[src/rtl/cplx_seq_datapath.sv]
// Programmable complex-arithmetic sequencer: runs a stored program over an
// operand stream and writes each result to a small addressable result file.
//
// Ports:
//   clk, rst_n              clock, async active-low reset
//   start / busy / done     run launch handshake
//   prog_we/addr/data       program load port, instruction = {op, dst}
//   in_valid / in_ready     operand pair handshake (a_re, a_im, b_re, b_im)
//   out_valid/addr/re/im    result write pulse and value
//   rd_addr / rd_re / rd_im combinational result-file read
//
// Build option: CPLX_SAT_EN selects saturating reduction (default wraps).
module cplx_seq_datapath #(
    parameter  int DW         = 8,
    parameter  int PROG_DEPTH = 16,
    parameter  int RES_DEPTH  = 8,
    localparam int PA         = $clog2(PROG_DEPTH),
    localparam int RA         = $clog2(RES_DEPTH),
    localparam int IW         = 3 + RA
) (
    input  logic          clk,
    input  logic          rst_n,
    input  logic          start,
    output logic          busy,
    output logic          done,
    input  logic          prog_we,
    input  logic [PA-1:0] prog_addr,
    input  logic [IW-1:0] prog_data,
    input  logic          in_valid,
    output logic          in_ready,
    input  logic [DW-1:0] a_re,
    input  logic [DW-1:0] a_im,
    input  logic [DW-1:0] b_re,
    input  logic [DW-1:0] b_im,
    output logic          out_valid,
    output logic [RA-1:0] out_addr,
    output logic [DW-1:0] out_re,
    output logic [DW-1:0] out_im,
    input  logic [RA-1:0] rd_addr,
    output logic [DW-1:0] rd_re,
    output logic [DW-1:0] rd_im
);

    // Exact results (products and sums of products) fit in 2*DW+1 bits.
    localparam int W = 2 * DW + 1;
    localparam logic [PA-1:0] PC_LAST = PA'(PROG_DEPTH - 1);

    localparam logic [2:0] OP_ADD  = 3'b000;
    localparam logic [2:0] OP_SUB  = 3'b001;
    localparam logic [2:0] OP_MUL  = 3'b010;
    localparam logic [2:0] OP_CONJ = 3'b011;
    localparam logic [2:0] OP_MAG2 = 3'b100;
    localparam logic [2:0] OP_NOP0 = 3'b101;
    localparam logic [2:0] OP_NOP1 = 3'b110;
    localparam logic [2:0] OP_HALT = 3'b111;

    typedef enum logic [2:0] {
        S_IDLE,
        S_FETCH,
        S_WAIT_OP,
        S_EXEC,
        S_WRITE,
        S_DONE
    } state_t;

    state_t        state_q, state_d;
    logic [PA-1:0] pc_q, pc_d;
    logic [IW-1:0] ins_q, ins_d;
    logic [DW-1:0] a_re_q, a_re_d, a_im_q, a_im_d;
    logic [DW-1:0] b_re_q, b_re_d, b_im_q, b_im_d;
    logic [DW-1:0] r_re_q, r_re_d, r_im_q, r_im_d;

    logic [IW-1:0] prog_q   [PROG_DEPTH];
    logic [DW-1:0] res_re_q [RES_DEPTH];
    logic [DW-1:0] res_im_q [RES_DEPTH];

    logic          prog_wr;
    logic          res_wr;
    logic [IW-1:0] fetch_ins;
    logic [2:0]    fetch_op;
    logic [2:0]    op;
    logic [RA-1:0] dst;

    logic signed [W-1:0] xa_re, xa_im, xb_re, xb_im;
    logic signed [W-1:0] v_re, v_im;

    function automatic logic signed [W-1:0] sext(input logic [DW-1:0] x);
        return {{(W - DW){x[DW-1]}}, x};
    endfunction

`ifdef CPLX_SAT_EN
    localparam logic signed [W-1:0] SMAX = W'((1 << (DW - 1)) - 1);
    localparam logic signed [W-1:0] SMIN = ~SMAX;

    function automatic logic [DW-1:0] reduce(input logic signed [W-1:0] v);
        if (v > SMAX) return SMAX[DW-1:0];
        if (v < SMIN) return SMIN[DW-1:0];
        return v[DW-1:0];
    endfunction
`else
    function automatic logic [DW-1:0] reduce(input logic signed [W-1:0] v);
        return v[DW-1:0];
    endfunction
`endif

    assign fetch_ins = prog_q[pc_q];
    assign fetch_op  = fetch_ins[IW-1:RA];
    assign op        = ins_q[IW-1:RA];
    assign dst       = ins_q[RA-1:0];

    // Datapath: full-precision result, shifted for the Q1.(DW-1) ops.
    always_comb begin
        xa_re = sext(a_re_q);
        xa_im = sext(a_im_q);
        xb_re = sext(b_re_q);
        xb_im = sext(b_im_q);
        v_re  = '0;
        v_im  = '0;
        case (op)
            OP_ADD: begin
                v_re = xa_re + xb_re;
                v_im = xa_im + xb_im;
            end
            OP_SUB: begin
                v_re = xa_re - xb_re;
                v_im = xa_im - xb_im;
            end
            OP_MUL: begin
                v_re = (xa_re * xb_re - xa_im * xb_im) >>> (DW - 1);
                v_im = (xa_re * xb_im + xa_im * xb_re) >>> (DW - 1);
            end
            OP_CONJ: begin
                v_re = xa_re;
                v_im = -xa_im;
            end
            OP_MAG2: begin
                v_re = (xa_re * xa_re + xa_im * xa_im) >>> (DW - 1);
            end
            default: ;
        endcase
    end

    always_comb begin
        state_d = state_q;
        pc_d    = pc_q;
        ins_d   = ins_q;
        a_re_d  = a_re_q;
        a_im_d  = a_im_q;
        b_re_d  = b_re_q;
        b_im_d  = b_im_q;
        r_re_d  = r_re_q;
        r_im_d  = r_im_q;
        prog_wr = 1'b0;
        res_wr  = 1'b0;
        unique case (state_q)
            S_IDLE: begin
                prog_wr = prog_we;
                if (start) begin
                    pc_d    = '0;
                    state_d = S_FETCH;
                end
            end
            S_FETCH: begin
                ins_d = fetch_ins;
                if (fetch_op == OP_HALT) begin
                    state_d = S_DONE;
                end else if (fetch_op == OP_NOP0 || fetch_op == OP_NOP1) begin
                    // pc saturates at the last slot instead of wrapping
                    if (pc_q == PC_LAST) state_d = S_DONE;
                    else pc_d = pc_q + PA'(1);
                end else begin
                    state_d = S_WAIT_OP;
                end
            end
            S_WAIT_OP: begin
                if (in_valid) begin
                    a_re_d  = a_re;
                    a_im_d  = a_im;
                    b_re_d  = b_re;
                    b_im_d  = b_im;
                    state_d = S_EXEC;
                end
            end
            S_EXEC: begin
                r_re_d  = reduce(v_re);
                r_im_d  = reduce(v_im);
                state_d = S_WRITE;
            end
            S_WRITE: begin
                res_wr = 1'b1;
                if (pc_q == PC_LAST) begin
                    state_d = S_DONE;
                end else begin
                    pc_d    = pc_q + PA'(1);
                    state_d = S_FETCH;
                end
            end
            S_DONE: state_d = S_IDLE;
            default: state_d = S_IDLE;
        endcase
    end

    always_ff @(posedge clk or negedge rst_n) begin
        if (!rst_n) begin
            state_q <= S_IDLE;
            pc_q    <= '0;
            ins_q   <= '0;
            a_re_q  <= '0;
            a_im_q  <= '0;
            b_re_q  <= '0;
            b_im_q  <= '0;
            r_re_q  <= '0;
            r_im_q  <= '0;
        end else begin
            state_q <= state_d;
            pc_q    <= pc_d;
            ins_q   <= ins_d;
            a_re_q  <= a_re_d;
            a_im_q  <= a_im_d;
            b_re_q  <= b_re_d;
            b_im_q  <= b_im_d;
            r_re_q  <= r_re_d;
            r_im_q  <= r_im_d;
        end
    end

    // Program slots reset to HALT so an unloaded program ends immediately.
    always_ff @(posedge clk or negedge rst_n) begin
        if (!rst_n) begin
            for (int i = 0; i < PROG_DEPTH; i++) prog_q[i] <= '1;
            for (int i = 0; i < RES_DEPTH; i++) begin
                res_re_q[i] <= '0;
                res_im_q[i] <= '0;
            end
        end else begin
            if (prog_wr) prog_q[prog_addr] <= prog_data;
            if (res_wr) begin
                res_re_q[dst] <= r_re_q;
                res_im_q[dst] <= r_im_q;
            end
        end
    end

    assign busy      = (state_q != S_IDLE);
    assign done      = (state_q == S_DONE);
    assign in_ready  = (state_q == S_WAIT_OP);
    assign out_valid = (state_q == S_WRITE);
    assign out_addr  = dst;
    assign out_re    = r_re_q;
    assign out_im    = r_im_q;
    assign rd_re     = res_re_q[rd_addr];
    assign rd_im     = res_im_q[rd_addr];

endmodule

[config.mk]
export PLATFORM = sky130hd
export DESIGN_NAME = cplx_seq_datapath
export DESIGN_NICKNAME = d
export VERILOG_FILES = /design/src/rtl/cplx_seq_datapath.sv
export SDC_FILE = /design/constraint.sdc
export NUM_CORES = 1
export LEC_CHECK = 0
export CORE_MARGIN = 1.5
export CORE_UTILIZATION = 65
export CTS_CLUSTER_DIAMETER = 120
export DETAILED_ROUTE_END_ITERATION = 10
export GPL_ROUTABILITY_DRIVEN = 0
export GPL_TIMING_DRIVEN = 1
export PLACE_DENSITY = 0.83
export SLEW_MARGIN = 20
export SYNTH_ARGS = -nofsm -noshare
export SYNTH_HDL_FRONTEND = slang
export SYNTH_SLANG_ARGS = --single-unit
[constraint.sdc]
create_clock -name clk -period 12.8 [get_ports clk]
set_input_delay 1.92 -clock clk [delete_from_list [all_inputs] [get_ports clk]]
set_output_delay 1.92 -clock clk [all_outputs]
set_load 0.05 [all_outputs]
==> metrics.md <==
| Metric | Value |
|---|---|
| RSZ-0062 raised after global routing | false |
| Worst Tran Pin Value | around 1.1 ns |
| Crit path launch type | register |
| CTS Sinks | around 290 |
| Worst reg2reg setup slack | approximately 5.6 ns |
| Worst setup EP type | register |
| DP Area | around 29000 um^2 |
| Mapped Avg Cell Area | about 11 um^2 |
| Fmax | between 0.1 and 0.15 GHz |
| Mapped cell area | 27400 um^2 |
| Hold path endpoint | res_im_q[2] |
| Reg-to-Reg End | out_im[7] |
| Crit path max fanout | 14 |
| Antenna cells | 0 |
| Largest net degree at the start of global routing | slightly above 90 |
| Crit-path max cell delay | approximately 0.8 ns |
| Ys flop type | dfrtp_1 |
| Total Wirelength | 66.3 mm |
| Top cell by count, worst path | fa_1 |
| P&R area growth vs syn | 8.11% |
| Std cell rows | between 70 and 80 |
| Yosys reg bits | 285 |
| Initial antenna violation count | 0 |
| Post-route ant nets | 0 |
| 1st-iter DRT viols | around 1500 |
| Detail Placement HPWL | roughly 47 mm |
| Setup TNS | 0 ns |
| Total of max-cap violations | 0 |
| Initial Utilization | approximately two thirds |
| Via density | between 6 and 7 |
| Register area share after synthesis | about a quarter |
| Root Driver | clkbuf_16 |
| Buffers added on ports | between 80 and 90 |
| Cells on worst reg2reg path | 21 |
| TritonCTS clock tree | built |
| R2R Path Start | b_re_q[0] |
| Post-CTS Setup Bufs | 0 |
| Crit-path slowest cell | nor2_1 |
| Clock Path Buffers | 3 |
| Clk slew on worst S/H paths | ~0.070 ns |
| Die area | 43300 um^2 |
| Netlist cell types | slightly below 70 |
| IO Pins | 89 |
| Syn Nets | ~3000 |
| YS warnings | 0 |
| Hold crit path type | register to register |
| Critical Path AT | between 7 and 8 ns |
| Final Critical Period | ~7.2 ns |
| CTS resizes | 0 |
| Htree depth | 1 |
| DR pass1 iterations | 5 |
| First-pass GRT wire length | around 110 mm |
| Placed Cells | between 2000 and 3000 |
| Count of final max-slew check failures | 0 |
| Clock Skews | around 0.034 ns |
| Congestion Overflow GR | 0 |
| Period utilization | ~56% |
| Kind of critical path | register to register |
| Layout cell share with drive strength beyond 1 | 18.8% |
| Hold Fails Final Rpt | 0 |
| Final setup vio count | 0 |
| Hold path cells | 1 |
| Die Ht | 208 um |
| Critical Path RT | 13.26 ns |
| Gr usage total | about a third |
| Mapped Cells | about 2500 |
| Die width | between 200 and 250 um |
| Fin area | 29600 um^2 |
| DRC errors left | 0 |
| Worst min-delay path startpoint | res_im_q[2] |
| Max transition margin | between 20% and 30% |
| Fin nets | a little over 3000 |
| Status | complete, no violations |
| CTS Buf Count | 30 |
| Vias after detailed routing | 18400 |
| Wirelength per Cell | roughly 22 um |
| Non-Filler Instances | slightly above 3000 |
| Post-synth EDFFs | 0 |
| Core area | 41200 um^2 |
| Vias in the first global route | a little over 20000 |
| Hold_buf cts | 0 |
| Clock Latency Late Sink | between 0.5 and 0.6 ns |
| Post-synth ARST share | 100% |
| CP cell instances | clkinv_1 -> nor2_1 -> inv_1 -> fa_1 -> fa_1 -> inv_1 -> fa_1 -> fa_1 -> fa_1 -> inv_1 -> fa_1 -> inv_1 -> ha_1 -> nand3_1 -> o211ai_1 -> a211oi_1 -> nor2_1 -> o41ai_1 -> xnor2_1 -> a222oi_1 -> o31ai_1 |
==> layer usage <==
metal | global-route usage (%) | wire (um) | vias up
li1 | - | - | 7874
met1 | 43.0 | 26100 | 9508
met2 | 53.1 | 32000 | 797
met3 | 6.17 | 5640 | 190
met4 | 11.4 | 2540 | 0
met5 | 0 | 0 | -
==> sequential cells by signal, summed over array words and instances (netlist names) <==
name      flops
res_im_q     64
out_im        8
state_q       3
res_re_q     64
b_re_q        8
a_re_q        8
ins_q         6
out_re        8
pc_q          4
prog_q       96
a_im_q        8
b_im_q        8
==> metrics by stage <==
| stage | utilization, % | hold WS [ns] | setup slack [ns] |
|---|---|---|---|
| finish | 71.8 | 0.487 | 5.58 |
| floorplan | - | 0.453 | 6.42 |
| global placement | 69.4 | 0.462 | 5.80 |
| detailed placement | 69.4 | 0.474 | 5.59 |
| global route | 71.8 | 0.513 | 4.94 |
| CTS | 71.8 | 0.488 | 5.58 |
==> Yosys cell counts, drive strengths merged (62+ instances only) <==
| master | number | area [um^2] |
|---|---|---|
| fa | 351 | 7030 |
| mux2 | 266 | 3000 |
| ha | 164 | 2050 |
| dfstp | 96 | 2520 |
| nand2 | 175 | 657 |
| clkbuf | 103 | 387 |
| dfrtp | 189 | 4730 |
| nor2 | 98 | 370 |
| inv | 429 | 1610 |
| mux4 | 62 | 1420 |
| xnor2 | 99 | 875 |
| and2 | 141 | 882 |
==> layout by cell type, fill, tap and decap left out, types with 17 or more instances in the layout <==
master / count
nor3_1: 17
dfrtp_1: 189
clkbuf_16: 32
a21oi_1: 34
xnor2_1: 98
ha_1: 164
clkdlybuf4s50_1: 86
mux2_1: 34
fa_1: 351
nor2b_1: 26
o21ai_0: 38
buf_4: 26
mux2_2: 232
nor2_1: 97
dfstp_2: 96
inv_1: 427
nand2_1: 175
and2_1: 140
mux4_2: 56
==> critical path: cells and delay by family (launching register included) <==
kind | cells | cell delay (ns)
xor+xnor | 1 | 0.10
simple gates | 3 | 1.02
fa+ha+maj | 7 | 3.30
buf+inv | 5 | 0.76
compound gates | 5 | 1.23
flops | 1 | 0.67
==> kinds of logic (layout without fill, tap and decap cells) <==
group	Yosys count	after routing	synth area share, %
xor gates and xnor gates	114	114	3.73
muxes	330	330	16.2
and+or+nand+nor	512	512	9.14
AOI/OAI and AO/OA	147	147	3.44
buffers and inverters	558	602	7.78
DFF	285	285	26.5
adders and majority gates	515	515	33.2
==> worst max path at each step <==
stage | start | endpoint | slack [ns] | depth (start not counted)
floorplan | b_re_q[0] | out_im[7] | 6.42 | 22
global placement | a_im_q[7] | out_im[7] | 5.80 | 21
detailed placement | a_im_q[7] | out_im[7] | 5.59 | 21
CTS | a_im_q[7] | out_im[7] | 5.58 | 21
global route | a_im_q[7] | out_im[7] | 4.94 | 21
finish | b_re_q[0] | out_im[7] | 5.58 | 21
==> cell type report <==
class / count / area, um^2
clock inverters: 11 / 97.6
repair buffers: 115 / 1090
fillers: 2750 / 11600
multi-input cells: 1618 / 18000
flip-flops and latches: 285 / 7250
inverters: 435 / 1630
clock buffers: 41 / 865
well taps: 532 / 666
Power is left out: the tool's default activity adds up to more than one toggle a clock period on the data nets, which glitch-free logic cannot reach.
